### src/rtl/fsm_mestre_linha_pkg.sv
// -----------------------------------------------------------------------------
// fsm_mestre_linha_pkg
// Shared definitions for the bottling-line master controller and its helpers:
// the controller state encoding, the default batch size and the default wait
// supervision limit (10 s at 50 MHz).
// -----------------------------------------------------------------------------
package fsm_mestre_linha_pkg;

    typedef enum logic [2:0] {
        IDLE    = 3'd0,
        ENCH    = 3'd1,
        VEDA    = 3'd2,
        LIBERA  = 3'd3,
        CONTA   = 3'd4,
        LOTE_OK = 3'd5,
        ERRO    = 3'd6
    } estado_t;

    localparam int unsigned          TW_PADRAO      = 29;
    localparam logic [7:0]           LOTE_PADRAO    = 8'd12;
    localparam logic [TW_PADRAO-1:0] TIMEOUT_PADRAO = 29'd500_000_000;

    // States in which the controller is waiting on a slave and is supervised.
    function automatic logic em_espera(input estado_t e);
        return (e == ENCH) || (e == VEDA) || (e == LIBERA);
    endfunction

endpackage

### src/rtl/fsm_mestre_linha_if.sv
// -----------------------------------------------------------------------------
// fsm_mestre_linha_if
// 4-phase command/acknowledge bundle between the line master and the filling
// and capping slaves.
//   cmd_enchimento    master -> filling slave command
//   cmd_vedacao       master -> capping slave command
//   garrafa_concluida master -> both slaves, release strobe (level)
//   ench_concluida    filling slave -> master, task done
//   veda_concluida    capping slave -> master, task done
// -----------------------------------------------------------------------------
interface fsm_mestre_linha_if;

    logic cmd_enchimento;
    logic cmd_vedacao;
    logic garrafa_concluida;
    logic ench_concluida;
    logic veda_concluida;

    modport master (
        output cmd_enchimento,
        output cmd_vedacao,
        output garrafa_concluida,
        input  ench_concluida,
        input  veda_concluida
    );

    modport slave (
        input  cmd_enchimento,
        input  cmd_vedacao,
        input  garrafa_concluida,
        output ench_concluida,
        output veda_concluida
    );

endinterface

### src/rtl/fsm_mestre_linha_temporizador.sv
// -----------------------------------------------------------------------------
// temporizador_timeout
// Wait supervisor: a TW-bit cycle counter that is cleared synchronously and
// advances while enabled. expirado flags the last allowed cycle of a wait
// (count = LIMITE-1) so the owner can leave the wait on the next edge.
//   clk       system clock
//   reset     synchronous, active-high
//   limpar    synchronous clear (has priority over habilitar)
//   habilitar count this cycle
//   expirado  enabled and count has reached LIMITE-1
// -----------------------------------------------------------------------------
module temporizador_timeout
    import fsm_mestre_linha_pkg::*;
#(
    parameter int unsigned    TW     = TW_PADRAO,
    parameter logic [TW-1:0]  LIMITE = TIMEOUT_PADRAO
) (
    input  logic clk,
    input  logic reset,
    input  logic limpar,
    input  logic habilitar,
    output logic expirado
);

    localparam logic [TW-1:0] ULTIMO = LIMITE - TW'(1);

    logic [TW-1:0] valor;

    // Saturates at the last cycle so a stalled owner never sees a wrap.
    always_ff @(posedge clk) begin
        if (reset || limpar) begin
            valor <= '0;
        end else if (habilitar && (valor != ULTIMO)) begin
            valor <= valor + TW'(1);
        end
    end

    assign expirado = habilitar && (valor == ULTIMO);

endmodule

### src/rtl/fsm_mestre_linha.sv
// -----------------------------------------------------------------------------
// fsm_mestre_linha
// Bottling-line master. Sequences one bottle at a time through the filling
// and capping slaves with a 4-phase handshake, releases both slaves, counts
// finished bottles against LOTE and traps into ERRO when any wait exceeds
// TIMEOUT_CICLOS cycles.
//   clk           50 MHz system clock
//   reset         synchronous, active-high
//   iniciar       start request (level), honoured in IDLE and LOTE_OK
//   parar         graceful stop request (latched), current bottle completes
//   continuo      1 = chain bottles until the batch is complete
//   bus           master side of the slave handshake bundle
//   contagem      bottles completed in the current batch
//   lote_completo batch complete (LOTE_OK)
//   erro          wait supervision expired (ERRO, left only by reset)
//   ocupado       bottle in progress
// -----------------------------------------------------------------------------
module fsm_mestre_linha
    import fsm_mestre_linha_pkg::*;
#(
    parameter int unsigned   TW             = TW_PADRAO,
    parameter logic [7:0]    LOTE           = LOTE_PADRAO,
    parameter logic [TW-1:0] TIMEOUT_CICLOS = TIMEOUT_PADRAO
) (
    input  logic                       clk,
    input  logic                       reset,
    input  logic                       iniciar,
    input  logic                       parar,
    input  logic                       continuo,
    fsm_mestre_linha_if.master         bus,
    output logic [7:0]                 contagem,
    output logic                       lote_completo,
    output logic                       erro,
    output logic                       ocupado
);

    estado_t estado;
    estado_t prox;
    logic    parar_lat;
    logic    partida;
    logic    expirado;
    logic    limpa_tmr;
    logic    cmd_ench_r;
    logic    cmd_veda_r;
    logic    garrafa_r;

    // Next-state decision. In every wait the exit condition is tested before
    // the timeout, so an acknowledge on the last allowed cycle still wins.
    always_comb begin
        prox = estado;
        case (estado)
            IDLE:    if (iniciar) prox = ENCH;
            ENCH: begin
                if (bus.ench_concluida)  prox = VEDA;
                else if (expirado)       prox = ERRO;
            end
            VEDA: begin
                if (bus.veda_concluida)  prox = LIBERA;
                else if (expirado)       prox = ERRO;
            end
            LIBERA: begin
                if (!bus.ench_concluida && !bus.veda_concluida) prox = CONTA;
                else if (expirado)                              prox = ERRO;
            end
            // contagem already holds the new count here (incremented on entry).
            CONTA: begin
                if (contagem == LOTE)            prox = LOTE_OK;
                else if (parar_lat || !continuo) prox = IDLE;
                else                             prox = ENCH;
            end
            LOTE_OK: if (iniciar) prox = ENCH;
            ERRO:    prox = ERRO;
            default: prox = IDLE;
        endcase
    end

    assign partida = iniciar && ((estado == IDLE) || (estado == LOTE_OK));

    // Clearing on every state change gives each wait a fresh count from zero.
    assign limpa_tmr = !em_espera(estado) || (prox != estado);

    temporizador_timeout #(
        .TW     (TW),
        .LIMITE (TIMEOUT_CICLOS)
    ) u_temporizador (
        .clk       (clk),
        .reset     (reset),
        .limpar    (limpa_tmr),
        .habilitar (em_espera(estado)),
        .expirado  (expirado)
    );

    // State register; outputs are registered from the state being entered so
    // they line up with estado on the same edge.
    always_ff @(posedge clk) begin
        if (reset) begin
            estado        <= IDLE;
            contagem      <= '0;
            parar_lat     <= 1'b0;
            cmd_ench_r    <= 1'b0;
            cmd_veda_r    <= 1'b0;
            garrafa_r     <= 1'b0;
            lote_completo <= 1'b0;
            erro          <= 1'b0;
            ocupado       <= 1'b0;
        end else begin
            estado        <= prox;
            cmd_ench_r    <= (prox == ENCH) || (prox == VEDA);
            cmd_veda_r    <= (prox == VEDA);
            garrafa_r     <= (prox == LIBERA);
            lote_completo <= (prox == LOTE_OK);
            erro          <= (prox == ERRO);
            ocupado       <= !((prox == IDLE) || (prox == LOTE_OK) || (prox == ERRO));

            if (partida) begin
                contagem <= '0;
            end else if (prox == CONTA) begin
                contagem <= contagem + 8'd1;
            end

            if (partida || (prox == IDLE)) begin
                parar_lat <= 1'b0;
            end else if (parar && (estado != IDLE)) begin
                parar_lat <= 1'b1;
            end
        end
    end

    assign bus.cmd_enchimento    = cmd_ench_r;
    assign bus.cmd_vedacao       = cmd_veda_r;
    assign bus.garrafa_concluida = garrafa_r;

endmodule

### src/flat_wrapper.sv
// flat-port wrapper written by rule: the top's interface ports become plain ports
module fsm_mestre_linha_flat import fsm_mestre_linha_pkg::*;
#(
    parameter int unsigned   TW             = TW_PADRAO,
    parameter logic [7:0]    LOTE           = LOTE_PADRAO,
    parameter logic [TW-1:0] TIMEOUT_CICLOS = TIMEOUT_PADRAO
)
  (clk, reset, iniciar, parar, continuo, contagem, lote_completo, erro, ocupado, bus_cmd_enchimento, bus_cmd_vedacao, bus_garrafa_concluida, bus_ench_concluida, bus_veda_concluida);
  fsm_mestre_linha_if bus_i ();
  input  logic clk;
  input  logic reset;
  input  logic iniciar;
  input  logic parar;
  input  logic continuo;
  output logic [7:0] contagem;
  output logic lote_completo;
  output logic erro;
  output logic ocupado;
  output wire logic [$bits(bus_i.cmd_enchimento)-1:0] bus_cmd_enchimento;
  output wire logic [$bits(bus_i.cmd_vedacao)-1:0] bus_cmd_vedacao;
  output wire logic [$bits(bus_i.garrafa_concluida)-1:0] bus_garrafa_concluida;
  input wire logic [$bits(bus_i.ench_concluida)-1:0] bus_ench_concluida;
  input wire logic [$bits(bus_i.veda_concluida)-1:0] bus_veda_concluida;
  assign bus_cmd_enchimento = bus_i.cmd_enchimento;
  assign bus_cmd_vedacao = bus_i.cmd_vedacao;
  assign bus_garrafa_concluida = bus_i.garrafa_concluida;
  assign bus_i.ench_concluida = bus_ench_concluida;
  assign bus_i.veda_concluida = bus_veda_concluida;
  fsm_mestre_linha #(.TW(TW), .LOTE(LOTE), .TIMEOUT_CICLOS(TIMEOUT_CICLOS)) u_core (.clk(clk), .reset(reset), .iniciar(iniciar), .parar(parar), .continuo(continuo), .bus(bus_i), .contagem(contagem), .lote_completo(lote_completo), .erro(erro), .ocupado(ocupado));
endmodule
### config.mk
export PLATFORM = sky130hd
export DESIGN_NAME = fsm_mestre_linha_flat
export DESIGN_NICKNAME = d
export VERILOG_FILES = /design/src/rtl/fsm_mestre_linha_pkg.sv /design/src/rtl/fsm_mestre_linha_if.sv /design/src/rtl/fsm_mestre_linha_temporizador.sv /design/src/rtl/fsm_mestre_linha.sv /design/src/flat_wrapper.sv
export SDC_FILE = /design/constraint.sdc
export NUM_CORES = 1
export LEC_CHECK = 0
export BUFFER_PORTS_ARGS = -buffer_cell sky130_fd_sc_hd__buf_2
export CAP_MARGIN = 20
export CORE_UTILIZATION = 45
export DETAILED_ROUTE_END_ITERATION = 8
export GPL_TIMING_DRIVEN = 0
export SLEW_MARGIN = 5
export SYNTH_ARGS = -nofsm -noshare
export SYNTH_HDL_FRONTEND = slang
export SYNTH_SLANG_ARGS = --single-unit
### constraint.sdc
create_clock -name clk -period 2.13 [get_ports clk]
set_input_delay 0.1065 -clock clk [delete_from_list [all_inputs] [get_ports clk]]
set_output_delay 0.1065 -clock clk [all_outputs]
set_load 0.02 [all_outputs]
==> impl_metrics.tcl <==
set metrics [dict create \
    rows 26 \
    min_period_ns 2.06 \
    grt_overflow 0 \
    n_antenna_cell 0 \
    area_delta_synth_final_pct 18.5 \
    antenna_found_initial 0 \
    cp.arrival_ns 2.25 \
    syn_area_um2 2460 \
    slew_headroom 0.679 \
    worstRegToRegCells 10 \
    hold_depth 3 \
    grt_setup_unrepaired "yes" \
    hold_class "in -> reg" \
    grt_pass1_vias 1618 \
    placed_cell_area_um2 2640 \
    path_depth 10 \
    avgRoutedWirePerCell_um 12.7 \
    coreArea_um2 5170 \
    io_pins 21 \
    die_area_um2 5760 \
    cts_hold_buffers 0 \
    synth.area.top_cells "dfxtp_1, xnor2_1, nor2_1" \
    maxCapViolCount 0 \
    clock_sinks 47 \
    route.detailed.drc 0 \
    ys_types 51 \
    grt_max_degree 14 \
    synthArstFlopShare 0 \
    clk_pin_slew_worst_paths_ns 0.09 \
    clockBufferDepth 2 \
    reg2reg_from "u_core.contagem[1]" \
    path_class "reg -> reg" \
    path_cells "inv_4 -> ha_4 -> nor4bb_4 -> nand4_1 -> o311a_1 -> mux2_4 -> o211ai_2 -> buf_6 -> clkbuf_16 -> nor2_4" \
    grt_pass1_wl_mm 7.62 \
    cp_slowest_cell "dfxtp_4" \
    cp-start-kind "flip-flop" \
    die_height_um 75.9 \
    ys_top_cells_by_count "nor2_1, dfxtp_1, xnor2_1, nand2_1, xor2_1" \
    fin_crit_sh 0.968 \
    setup_viol 0 \
    worst_ir_drop_vdd_mv 0.314 \
    max_stage_delay_ns 0.37 \
    numCtsBuffers 5 \
    vias 1879 \
    ys_seq_elements 47 \
    globalplace.congestion 0.773 \
    timing_hold_violations_final 0 \
    htreeDepth 2 \
    place_hpwl_mm 3.18 \
    clock_latency_ns 0.30 \
    clock_skew_ns 0.00578 \
    crit_fanout 5 \
    cts_tree "yes" \
    final_area_um2 2910 \
    drtAntennaViolNets 0 \
    worst-path-buf-inv 3 \
    max_freq_mhz 485 \
    die_w_um 75.9 \
    synth_fp_nets 277 \
    hold_start "parar" \
    yosys.area.top_type "dfxtp_1" \
    design_power_total_mw 1.66 \
    synth_edf_count 0 \
    required_ns 2.32 \
    p_per_area_nw_per_um2 570 \
    ys_warn_count 0 \
    yosysMostFrequentCell "nor2_1" \
    grt_usage 0.178 \
    yosysSeqAreaShare 0.383 \
    p_leak_nw 1.02 \
    drt_iter0_markers 51 \
    synthFlopType "dfxtp_1" \
    dr.pass1.iters 4 \
    synth.avg_cell_area_um2 9.20 \
    io_buffers 19 \
    reg2reg_to "u_core.u_temporizador.valor[4]" \
    wirelength_mm 4.71 \
    status "completed" \
    crit_family "buffers and inverters" \
    syn_inst 267 \
    holdWs_ns 0.136 \
    slew_viol_final 0 \
    r2r_slack_ns 0.07 \
    worst_pin_slew_ns 0.481 \
    post-route-util 0.563 \
    via_per_inst 5.05 \
    nets 311 \
    synth_top_area_frac 0.383 \
    initial_core_util 0.475 \
    min_to "u_core.parar_lat" \
    root_buffer "clkbuf_8" \
    cp-end-kind "flip-flop" \
    layout-drive-gt1-share 0.268 \
]
## where the power goes
part | switching (mW) | internal (mW) | total [mW]
combinational | 0.104 | 0.0738 | 0.178
sequential | 0.00439 | 0.886 | 0.890
clock | 0.293 | 0.297 | 0.590
total | 0.402 | 1.26 | 1.66
## routing by layer
layer	global-route usage	wire (um)	vias up	part of all wire
met5	0	0	-	0
met4	0.0679	68	0	0.014
met3	0.0476	125	7	0.027
met2	0.262	2080	23	0.44
met1	0.249	2430	880	0.52
li1	-	-	969	-
## registers in the layout, summed over array words and instances, names as in the netlist
| register | count |
|---|---|
| u_core.bus.garrafa_concluida | 1 |
| u_core.bus.cmd_enchimento | 1 |
| u_core.lote_completo | 1 |
| u_core.bus.cmd_vedacao | 1 |
| u_core.u_temporizador.valor | 29 |
| u_core.contagem | 8 |
| u_core.estado | 3 |
| u_core.ocupado | 1 |
| u_core.erro | 1 |
| u_core.parar_lat | 1 |
## worst register-to-register path, stage by stage, from the launching register on
cell and delay, ns:
dfxtp_4 0.37, inv_4 0.06, ha_4 0.12, nor4bb_4 0.18, nand4_1 0.17, o311a_1 0.19
mux2_4 0.31, o211ai_2 0.18, buf_6 0.17, clkbuf_16 0.17, nor2_4 0.03
## per-stage QoR
| stage | setup slack [ns] | TNS [ns] | instances |
|---|---|---|---|
| after floorplan | 0.0183 | 0 | 267 |
| after global placement | -0.0453 | -0.440 | 356 |
| after detailed placement | -0.0616 | -0.581 | 356 |
| after CTS | 0.0209 | 0 | 366 |
| after global routing | -0.0343 | -0.449 | 372 |
| final | 0.0691 | 0 | 372 |
## repair_timing
item	4_1_cts	5_1_grt
pin swaps	1	12
endpoints found under the hold margin	0	0
endpoints found under the setup margin	10	32
setup buffers	2	5
cloned	0	1
gates resized for setup	2	18
## layout by cell type (no fill, tap or decap), types with 2 or more instances in the layout
master,instances
xnor2_1,23
xor2_1,13
nand2_1,13
nor2_4,10
mux2i_1,2
a21oi_1,4
buf_2,23
buf_4,6
nor3_1,5
dfxtp_4,2
nand2b_1,3
o21ai_0,4
nor3b_1,2
buf_6,2
dfxtp_1,44
clkbuf_8,7
nor2b_1,2
and2_1,4
clkbuf_1,2
nor2_1,48
nor3b_2,2
nor4bb_1,2
nand4_1,9
buf_12,3
nand3_1,12
nor2_2,3
nor4_4,2
or3_1,2
inv_1,9
and4_1,3
inv_4,2
and3_1,5
## how the worst max path moves through the flow
stage	start	end	slack, ns
floorplan	u_core.contagem[1]	u_core.u_temporizador.valor[6]	0.02
global placement	u_core.u_temporizador.valor[0]	u_core.u_temporizador.valor[3]	-0.05
detailed placement	u_core.u_temporizador.valor[0]	u_core.u_temporizador.valor[3]	-0.06
CTS	u_core.u_temporizador.valor[0]	u_core.u_temporizador.valor[3]	0.02
global route	u_core.contagem[1]	u_core.u_temporizador.valor[4]	-0.03
finish	u_core.contagem[1]	u_core.u_temporizador.valor[4]	0.07
## layout make-up
type | instances | area [um^2]
sequential | 47 | 950
buffer | 10 | 77.6
inverter | 11 | 46.3
timing repair buffer | 27 | 198
fill | 459 | 2260
tap | 70 | 87.6
clock buffer | 8 | 100
multi-input combinational | 199 | 1450
## kinds of logic (layout without fill, tap and decap cells)
| family | count (synthesis) | count (layout) | synth area share |
|---|---|---|---|
| adders and majority gates | 3 | 3 | 0.0153 |
| muxes | 3 | 3 | 0.0143 |
| xor gates and xnor gates | 36 | 36 | 0.128 |
| buffers and inverters | 21 | 56 | 0.0484 |
| and+or+nand+nor | 138 | 138 | 0.335 |
| DFF | 47 | 47 | 0.383 |
| AOI/OAI and AO/OA | 19 | 19 | 0.0754 |
(Power assumes the default switching activity.)
